<file path="config.mk">
export PLATFORM = sky130hd
export DESIGN_NAME = rx_data_recovery_flat
export DESIGN_NICKNAME = d
export VERILOG_FILES = /design/src/rtl/rx_data_recovery_if.sv /design/src/rtl/rx_data_recovery.sv /design/src/flat_wrapper.sv
export SDC_FILE = /design/constraint.sdc
export NUM_CORES = 1
export LEC_CHECK = 0
export CORE_MARGIN = 1
export CORE_UTILIZATION = 35
export DETAILED_ROUTE_END_ITERATION = 10
export GPL_TIMING_DRIVEN = 0
export PLACE_DENSITY_LB_ADDON = 0.12
export SYNTH_ARGS = -nofsm -noshare
export SYNTH_HDL_FRONTEND = slang
export SYNTH_SLANG_ARGS = --single-unit
</file>
<file path="constraint.sdc">
create_clock -name i_rxclk -period 2.3 [get_ports i_rxclk]
set_clock_uncertainty 0.05 [all_clocks]
set_input_delay 0.46 -clock i_rxclk [delete_from_list [all_inputs] [get_ports i_rxclk]]
set_output_delay 0.46 -clock i_rxclk [all_outputs]
set_load 0.01 [all_outputs]
</file>
<file path="src/rtl/rx_data_recovery_if.sv">
// Signal bundle between the receive FSM (master) and the data recovery block (slave).
interface rx_data_recovery_if;
  logic       i_rxd;
  logic       i_sampling_en;
  logic       i_bit_counter_load_en;
  logic       i_start_bit_wait;
  logic       i_data_bit_wait;
  logic       i_parity_check;
  logic       i_stop_bit_wait;
  logic [2:0] i_ucsz;
  logic       i_upm1;
  logic       i_upm0;
  logic       o_edge_detect;
  logic       o_start_bit;
  logic       o_data_recovery;
  logic       o_end_frame;
  logic       o_rx_bit;
  logic [8:0] o_rx_data;
  logic       o_parity_error;
  logic       o_frame_error;

  modport master (
    output i_rxd, i_sampling_en, i_bit_counter_load_en, i_start_bit_wait,
           i_data_bit_wait, i_parity_check, i_stop_bit_wait, i_ucsz, i_upm1, i_upm0,
    input  o_edge_detect, o_start_bit, o_data_recovery, o_end_frame, o_rx_bit,
           o_rx_data, o_parity_error, o_frame_error
  );

  modport slave (
    input  i_rxd, i_sampling_en, i_bit_counter_load_en, i_start_bit_wait,
           i_data_bit_wait, i_parity_check, i_stop_bit_wait, i_ucsz, i_upm1, i_upm0,
    output o_edge_detect, o_start_bit, o_data_recovery, o_end_frame, o_rx_bit,
           o_rx_data, o_parity_error, o_frame_error
  );
endinterface

</file>
<file path="src/rtl/rx_data_recovery.sv">
// UART receive bit recovery: line sync, 16x mid-bit sampling, character assembly, parity/frame checks.
// Define RX_MAJORITY_VOTE_EN to recover each bit as the 2-of-3 vote of the three mid-bit samples.
module rx_data_recovery #(
  parameter int OVERSAMPLE = 16
) (
  input  logic           i_rxclk,
  input  logic           i_rst,
  rx_data_recovery_if.slave rx
);

  localparam int                CNT_W  = $clog2(OVERSAMPLE);
  localparam logic [CNT_W-1:0]  S_MID  = CNT_W'(OVERSAMPLE / 2);
  localparam logic [CNT_W-1:0]  S_LATE = CNT_W'(OVERSAMPLE / 2 + 1);

  function automatic logic [3:0] char_len(input logic [2:0] ucsz);
    case (ucsz)
      3'b000:  char_len = 4'd5;
      3'b001:  char_len = 4'd6;
      3'b010:  char_len = 4'd7;
      3'b111:  char_len = 4'd9;
      default: char_len = 4'd8;
    endcase
  endfunction

  function automatic logic maj3(input logic a, input logic b, input logic c);
    maj3 = (a & b) | (a & c) | (b & c);
  endfunction

  logic             rxd_sync_p0, rxd_sync_p1, rxd_hist_p2;
  logic [CNT_W-1:0] samp_cnt;
  logic             samp_mid_p1;
  logic             rec_pend_p1;
  logic             rec_bit;
  logic [3:0]       bit_idx;
  logic             par_acc;
  logic [3:0]       char_n;
  logic             unused_upm1;

  assign char_n      = char_len(rx.i_ucsz);
  assign unused_upm1 = rx.i_upm1;

  // Stage 0-2: synchroniser and history; flops idle high so reset release never looks like a start edge
  always_ff @(posedge i_rxclk or posedge i_rst) begin
    if (i_rst) begin
      rxd_sync_p0      <= 1'b1;
      rxd_sync_p1      <= 1'b1;
      rxd_hist_p2      <= 1'b1;
      rx.o_edge_detect <= 1'b0;
    end else begin
      rxd_sync_p0      <= rx.i_rxd;
      rxd_sync_p1      <= rxd_sync_p0;
      rxd_hist_p2      <= rxd_sync_p1;
      rx.o_edge_detect <= rxd_hist_p2 & ~rxd_sync_p1;
    end
  end

`ifdef RX_MAJORITY_VOTE_EN
  localparam logic [CNT_W-1:0] S_EARLY = CNT_W'(OVERSAMPLE / 2 - 1);
  logic samp_early_p1, samp_late_p1;

  always_ff @(posedge i_rxclk or posedge i_rst) begin
    if (i_rst) begin
      samp_early_p1 <= 1'b1;
      samp_late_p1  <= 1'b1;
    end else if (rx.i_sampling_en) begin
      if (samp_cnt == S_EARLY) samp_early_p1 <= rxd_sync_p1;
      if (samp_cnt == S_LATE)  samp_late_p1  <= rxd_sync_p1;
    end
  end

  assign rec_bit = maj3(samp_early_p1, samp_mid_p1, samp_late_p1);
`else
  assign rec_bit = samp_mid_p1;
`endif

  // Stage 1: free-running sample counter and mid-bit capture
  always_ff @(posedge i_rxclk or posedge i_rst) begin
    if (i_rst) begin
      samp_cnt    <= '0;
      samp_mid_p1 <= 1'b1;
      rec_pend_p1 <= 1'b0;
    end else begin
      samp_cnt    <= rx.i_sampling_en ? samp_cnt + 1'b1 : '0;
      rec_pend_p1 <= rx.i_sampling_en && (samp_cnt == S_LATE);
      if (rx.i_sampling_en && (samp_cnt == S_MID)) samp_mid_p1 <= rxd_sync_p1;
    end
  end

  // Stage 2: bit recovery and phase-dependent side effects; a frame load discards a coincident bit
  always_ff @(posedge i_rxclk or posedge i_rst) begin
    if (i_rst) begin
      rx.o_data_recovery <= 1'b0;
      rx.o_start_bit     <= 1'b0;
      rx.o_end_frame     <= 1'b0;
      rx.o_rx_bit        <= 1'b0;
      rx.o_rx_data       <= '0;
      rx.o_parity_error  <= 1'b0;
      rx.o_frame_error   <= 1'b0;
      bit_idx            <= '0;
      par_acc            <= 1'b0;
    end else begin
      rx.o_data_recovery <= rec_pend_p1;
      rx.o_start_bit     <= 1'b0;
      rx.o_end_frame     <= 1'b0;
      if (rec_pend_p1) rx.o_rx_bit <= rec_bit;
      if (rx.i_bit_counter_load_en) begin
        bit_idx           <= '0;
        par_acc           <= 1'b0;
        rx.o_rx_data      <= '0;
        rx.o_parity_error <= 1'b0;
        rx.o_frame_error  <= 1'b0;
      end else if (rec_pend_p1) begin
        if (rx.i_start_bit_wait) rx.o_start_bit <= ~rec_bit;
        if (rx.i_data_bit_wait) begin
          if (bit_idx < char_n) rx.o_rx_data[bit_idx] <= rec_bit;
          par_acc        <= par_acc ^ rec_bit;
          rx.o_end_frame <= (bit_idx == char_n - 4'd1);
          if (bit_idx != 4'd8) bit_idx <= bit_idx + 4'd1;
        end
        if (rx.i_parity_check && (rec_bit ^ par_acc ^ rx.i_upm0)) rx.o_parity_error <= 1'b1;
        if (rx.i_stop_bit_wait && !rec_bit) rx.o_frame_error <= 1'b1;
      end
    end
  end

endmodule

</file>
<file path="src/flat_wrapper.sv">
// flat-port wrapper written by rule: the top's interface ports become plain ports
module rx_data_recovery_flat 
#(
  parameter int OVERSAMPLE = 16
)
  (i_rxclk, i_rst, rx_i_rxd, rx_i_sampling_en, rx_i_bit_counter_load_en, rx_i_start_bit_wait, rx_i_data_bit_wait, rx_i_parity_check, rx_i_stop_bit_wait, rx_i_ucsz, rx_i_upm1, rx_i_upm0, rx_o_edge_detect, rx_o_start_bit, rx_o_data_recovery, rx_o_end_frame, rx_o_rx_bit, rx_o_rx_data, rx_o_parity_error, rx_o_frame_error);
  rx_data_recovery_if rx_i ();
  input  logic i_rxclk;
  input  logic i_rst;
  input wire logic [$bits(rx_i.i_rxd)-1:0] rx_i_rxd;
  input wire logic [$bits(rx_i.i_sampling_en)-1:0] rx_i_sampling_en;
  input wire logic [$bits(rx_i.i_bit_counter_load_en)-1:0] rx_i_bit_counter_load_en;
  input wire logic [$bits(rx_i.i_start_bit_wait)-1:0] rx_i_start_bit_wait;
  input wire logic [$bits(rx_i.i_data_bit_wait)-1:0] rx_i_data_bit_wait;
  input wire logic [$bits(rx_i.i_parity_check)-1:0] rx_i_parity_check;
  input wire logic [$bits(rx_i.i_stop_bit_wait)-1:0] rx_i_stop_bit_wait;
  input wire logic [$bits(rx_i.i_ucsz)-1:0] rx_i_ucsz;
  input wire logic [$bits(rx_i.i_upm1)-1:0] rx_i_upm1;
  input wire logic [$bits(rx_i.i_upm0)-1:0] rx_i_upm0;
  output wire logic [$bits(rx_i.o_edge_detect)-1:0] rx_o_edge_detect;
  output wire logic [$bits(rx_i.o_start_bit)-1:0] rx_o_start_bit;
  output wire logic [$bits(rx_i.o_data_recovery)-1:0] rx_o_data_recovery;
  output wire logic [$bits(rx_i.o_end_frame)-1:0] rx_o_end_frame;
  output wire logic [$bits(rx_i.o_rx_bit)-1:0] rx_o_rx_bit;
  output wire logic [$bits(rx_i.o_rx_data)-1:0] rx_o_rx_data;
  output wire logic [$bits(rx_i.o_parity_error)-1:0] rx_o_parity_error;
  output wire logic [$bits(rx_i.o_frame_error)-1:0] rx_o_frame_error;
  assign rx_i.i_rxd = rx_i_rxd;
  assign rx_i.i_sampling_en = rx_i_sampling_en;
  assign rx_i.i_bit_counter_load_en = rx_i_bit_counter_load_en;
  assign rx_i.i_start_bit_wait = rx_i_start_bit_wait;
  assign rx_i.i_data_bit_wait = rx_i_data_bit_wait;
  assign rx_i.i_parity_check = rx_i_parity_check;
  assign rx_i.i_stop_bit_wait = rx_i_stop_bit_wait;
  assign rx_i.i_ucsz = rx_i_ucsz;
  assign rx_i.i_upm1 = rx_i_upm1;
  assign rx_i.i_upm0 = rx_i_upm0;
  assign rx_o_edge_detect = rx_i.o_edge_detect;
  assign rx_o_start_bit = rx_i.o_start_bit;
  assign rx_o_data_recovery = rx_i.o_data_recovery;
  assign rx_o_end_frame = rx_i.o_end_frame;
  assign rx_o_rx_bit = rx_i.o_rx_bit;
  assign rx_o_rx_data = rx_i.o_rx_data;
  assign rx_o_parity_error = rx_i.o_parity_error;
  assign rx_o_frame_error = rx_i.o_frame_error;
  rx_data_recovery #(.OVERSAMPLE(OVERSAMPLE)) u_core (.i_rxclk(i_rxclk), .i_rst(i_rst), .rx(rx_i));
endmodule
</file>
---- After elaboration in Yosys (flattened, before gate mapping) ----
Cells that the tools add are included.
storage, ports and cells
  word-level logic and storage cells ...... 80
  bits of input ports ..................... 14
  register bits after elaboration ......... 30
cells by class
  equality and inequality tests ........... 7
  order comparisons ....................... 3
  add/subtract/negate cells ............... 3
  reduce and logical (&&, ||, !) cells .... 18
  multiplexer cells ....................... 28
  bitwise operators ....................... 5
operators with widths
  kind                                                                          number
  9-bit 2-to-1 mux                                                              4
  4-bit 2-to-1 mux                                                              5
  1-bit 2-to-1 mux                                                              16
  4-bit case mux with 4 select lines                                            1
  2-bit nonzero test                                                            6
  9-bit bitwise mux                                                             1
  4-bit by 1-bit adder with 4-bit output, second input constant                 2
  4-bit equality test, second input constant                                    2
  2-bit AND reduction                                                           3
  3-bit AND reduction                                                           2
  1-bit logical AND                                                             5
  4-bit by 5-bit less-than comparator with 1-bit output, second input constant  1
  1-bit demux with 4-bit select                                                 1
  4-bit equality test                                                           1
  4-bit by 1-bit >= comparator with 1-bit output, second input constant         1
  4-bit less-than comparator                                                    1
  4-bit != test, second input constant                                          1
  4-bit by 1-bit subtractor with 4-bit output, second input constant            1
  3-bit by 1-bit equality test with 1-bit output, second input constant         1
  3-bit by 2-bit equality test with 1-bit output, second input constant         1
  3-bit equality test, second input constant                                    1
  3-bit logical NOT                                                             1
  1-bit inverter                                                                2
  1-bit XOR                                                                     2
  2 further kinds                                                               2

---- Depth between registers and ports, before layout ----
  depth after elaboration ................. 9
  depth in mapped cells ................... 8
  mapped depth without buffers ............ 8

---- Least setup slack after synthesis ----
No wires, ideal clock.
  path kind ............................... in2reg
  start point ............................. input rx_i_ucsz[0]
  end point ............................... register u_core.rx.o_rx_data[0] (netlist name)
  cell stages on the path ................. 7
  arrival ................................. 1.725 ns
  setup time .............................. 0.079 ns
  path slack .............................. 0.446 ns
  path through ............................ xor2_1 nand2b_1 ha_1 nor2b_4 o31ai_4 and3b_1 mux2i_1
on the way
  cells in the longest elaborated chain, start to end .. 5
  elaborated cells between the ends (all ways) .. 8
  those cells by class .................... 1 x order compare; 3 x eq/ne; 1 x mux; 3 x reduce/logical
RTL lines
  element                                            RTL line                   RTL
  start: declaration                                 flat_wrapper.sv:17         input wire logic [$bits(rx_i.i_ucsz)-1:0] rx_i_ucsz;
  3-bit equality test, or another cell as far along  rx_data_recovery.sv:16     case (ucsz)
  4-bit case mux with 4 select lines (*)             rx_data_recovery.sv:16
  4-bit less-than comparator (*)                     rx_data_recovery.sv:115    if (bit_idx < char_n) rx.o_rx_data[bit_idx] <= rec_bit;
  2-bit nonzero test (no source line) (*)            --
  3-bit AND reduction (no source line) (*)           --
  end signal: indexed assignment                     rx_data_recovery.sv:115
  end: declaration                                   rx_data_recovery_if.sv:33  o_rx_data, o_parity_error, o_frame_error
Every way passes the cells marked *; elsewhere a longest branch is shown, timed or not.
A chain may end at the register's enable or synchronous reset.

---- Final worst setup path ----
  start point ............................. input rx_i_ucsz[2]
  end point ............................... register u_core.rx.o_rx_data[0] (netlist name)
Same word-level chain as after synthesis.

==> flow_metrics.py <==
metrics = {
    "detailed_routing": {
        "post_drt_via_cell_ratio": 4.92,
        "first_iter_violations": 32,
        "routed-via-count": 1166,
        "antenna_left": 0,
        "drc": 4,
        "routed_wl_mm": 3.21,
        "first_pass_iters": 6,
        "routedWlPerCell_um": 13.5,
    },
    "global_routing": {
        "grt.overflow.total": 0,
        "gr-usage-all-layers": 0.144,
        "grt_pass1_wl_mm": 5.52,
        "first_global_vias": 1224,
        "grt_start_max_net_pins": 31,
        "antenna_found_initial": 0,
    },
    "final_layout": {
        "diodes": 0,
        "layout-drive-gt1-share": 0.119,
        "seqCellArea_sq_um": 756,
        "syn_to_final_growth_pct": 26.8,
        "fillers": 428,
        "stdcell_count": 237,
        "final_nets": 210,
        "final_util": 0.472,
        "multi_input_area_sq_um": 830,
    },
    "logic_synthesis": {
        "netlist_area_sq_um": 1660,
        "synth_nets": 176,
        "synth.avg_cell_area_sq_um": 11.0,
        "ys_seq_area_frac": 0.457,
        "synth_edf_count": 0,
        "synthArstFlopShare": 1.00,
        "synth.distinct_cells": 37,
        "synth_ff_type": "dfrtp_1",
        "ys_warn_count": 0,
        "ys_ff_latch": 30,
        "synthCells": 150,
    },
    "floorplanning": {
        "row_count": 24,
        "die-area_sq_um": 5010,
        "fp.dieW_um": 70.8,
        "die_y_um": 70.8,
        "pin_count": 30,
        "start_util": 0.372,
        "core_area_sq_um": 4440,
    },
    "setup_path": {
        "worstSetupStartpointType": "primary input",
        "required_ps": 2450,
        "crit_buf_inv": 2,
        "critPathTopFamily": "buffers and inverters",
        "crit_chain": "clkdlybuf4s50_1, nand2b_1, ha_1, nor2b_4, o31ai_4, buf_6, and3b_1, mux2i_1",
        "cpMaxStageDelayCell": "clkdlybuf4s50_1",
        "cpPeakStageDelay_ps": 480,
        "criticalPathCategory": "in -> reg",
        "critical_path_peak_fanout": 9,
        "endpoint_kind": "register",
        "arrival_ps": 2310,
    },
    "timing": {
        "min_period_ps": 2160,
        "hold_viol": 0,
        "worst_pin_slew_ps": 1140,
        "rsz0062_at_grt": "false",
        "drv_slew": 0,
        "fin_crit_sh": 0.939,
        "whs_ps": 305,
        "setup_viol": 0,
        "finalSetupTns_ps": 0,
        "slew_headroom": 0.242,
        "max_clock_freq_mhz": 463,
    },
    "clock_tree": {
        "clk_latency_ps": 280,
        "cts_buffer_depth": 2,
        "cts_htree_levels": 2,
        "clock-sinks": 30,
        "cts_buffers": 5,
        "cts_tree": "done",
        "path_clk_slew_ps": 60,
        "root_buffer": "clkbuf_8",
    },
    "place": {
        "place.gp.congestion": 0.727,
        "hpwl_mm": 2.35,
        "placedCellCount": 228,
        "port_buffers": 26,
    },
    "worst_hold_path": {
        "hold_path_class": "reg -> reg",
    },
    "pwr": {
        "totalPowerFinal_mw": 1.18,
        "p_leak_nw": 0.972,
        "vdd_drop_max_mv": 0.341,
        "power-per-cell-area_nw_per_um2": 560,
    },
    "flow_run": {
        "drv_cap": 0,
    },
    "status": {
        "violations": "design-rule violations",
        "outcome": "finished, violations left",
    },
}
[metrics by stage]
| stage | setup slack [ps] | instance area, sq um |
|---|---|---|
| after global routing | 7.11 | 2100 |
| final | 141 | 2100 |
| after global placement | -283 | 1980 |
| after floorplan | 446 | 1660 |
| after detailed placement | -329 | 1980 |
| after CTS | 6.23 | 2090 |
[cell families after synthesis]
logic type,count (synthesis),share of synthesized area
AOI/OAI and AO/OA,11,0.0559
xor gates and xnor gates,11,0.0582
adders and majority gates,12,0.0907
buffers and inverters,15,0.0423
DFF,30,0.457
muxes,11,0.0673
and+or+nand+nor,60,0.229
[sequential cells by signal, indices dropped and copies added (netlist names)]
| name | cells |
|---|---|
| u_core.rx.o_rx_data | 9 |
| u_core.bit_idx | 4 |
| u_core.samp_cnt | 4 |
| u_core.par_acc | 1 |
| u_core.rec_bit | 1 |
| u_core.rec_pend_p1 | 1 |
| u_core.rx.o_data_recovery | 1 |
| u_core.rx.o_edge_detect | 1 |
| u_core.rx.o_end_frame | 1 |
| u_core.rx.o_frame_error | 1 |
| u_core.rx.o_parity_error | 1 |
| u_core.rx.o_rx_bit | 1 |
| u_core.rx.o_start_bit | 1 |
| u_core.rxd_hist_p2 | 1 |
| u_core.rxd_sync_p0 | 1 |
| u_core.rxd_sync_p1 | 1 |
[timing repair]
item	4_1_cts	5_1_grt
resized for setup	1	2
endpoints found under the setup margin	4	5
hold buffers	0	0
buffers inserted	1	0
pin swaps	1	0
[cells in the final DEF, fill, tap and decap left out, types with 2 or more instances in the layout]
cell type and n:
buf_2 2, xor2_1 5, clkbuf_8 5, ha_1 12, buf_6 2, o21a_1 2, dfstp_2 4, nand2_1 8
nand2b_1 12, mux2i_1 10, nand3_1 3, nand4bb_1 3, and4bb_2 2, nor2_1 13, xnor2_1 6, clkbuf_1 5
nand4_1 3, inv_1 8, and2_1 3, clkdlybuf4s50_1 24, a31oi_1 2, dfrtp_1 26, and4b_1 2, o21ai_0 2
nor2b_1 4
[power breakdown]
part / switching, mW / total, mW / internal (mW)
logic: 0.0558 / 0.109 / 0.0536
registers: 0.00998 / 0.552 / 0.542
clock network: 0.191 / 0.515 / 0.324
[worst reg2reg max path, cell delays in order (launching register included)]
cell and delay, ps:
dfrtp_1 460, ha_1 330, nor2b_4 130, o31ai_4 220
buf_6 160, and3b_1 180, mux2i_1 180
[synthesized netlist by cell type (2+ instances only)]
library cell / instances / share of area
dfrtp_1: 26 / 0.39
nor2_1: 13 / 0.029
ha_1: 12 / 0.091
nand2b_1: 12 / 0.045
mux2i_1: 10 / 0.060
inv_1: 8 / 0.018
nand2_1: 8 / 0.018
xnor2_1: 6 / 0.032
xor2_1: 5 / 0.026
dfstp_2: 4 / 0.063
nor2b_1: 4 / 0.015
and2_1: 3 / 0.011
clkbuf_1: 3 / 0.0068
nand3_1: 3 / 0.0091
nand4_1: 3 / 0.011
nand4bb_1: 3 / 0.020
a31oi_1: 2 / 0.0076
and4b_1: 2 / 0.012
and4bb_2: 2 / 0.015
buf_2: 2 / 0.0060
o21a_1: 2 / 0.0091
o21ai_0: 2 / 0.0060
[final timing paths]
path                                         start                        end  slack (ps)  cells past startpoint
worst max-delay path                  rx_i_ucsz[2]     u_core.rx.o_rx_data[0]         140                      8
worst min-delay path            u_core.rxd_sync_p0         u_core.rxd_sync_p1         310                      0
worst max register to register   u_core.bit_idx[1]     u_core.rx.o_rx_data[0]         510                      6
worst min register to register  u_core.rxd_sync_p0         u_core.rxd_sync_p1         310                      0
max in group asynchronous                    i_rst  u_core.rx.o_data_recovery         790                      2
min in group asynchronous                    i_rst     u_core.rx.o_rx_data[4]         720                      2
[final cells by class]
cell class	instances	area share
buffer	7	0.0191
multi-input combinational	105	0.395
clock buffer	7	0.0364
timing repair buffer	27	0.130
tap	52	0.0310
clock inverter	1	0.0143
inverter	8	0.0143
sequential	30	0.360
[metal layers]
metal | wire length, um | GRT usage
met5 | 0 | 0
met1 | 1390 | 0.160
met4 | 62 | 0.0667
met2 | 1630 | 0.254
met3 | 126 | 0.0413
Note: power is estimated with default switching activity, not from simulation.
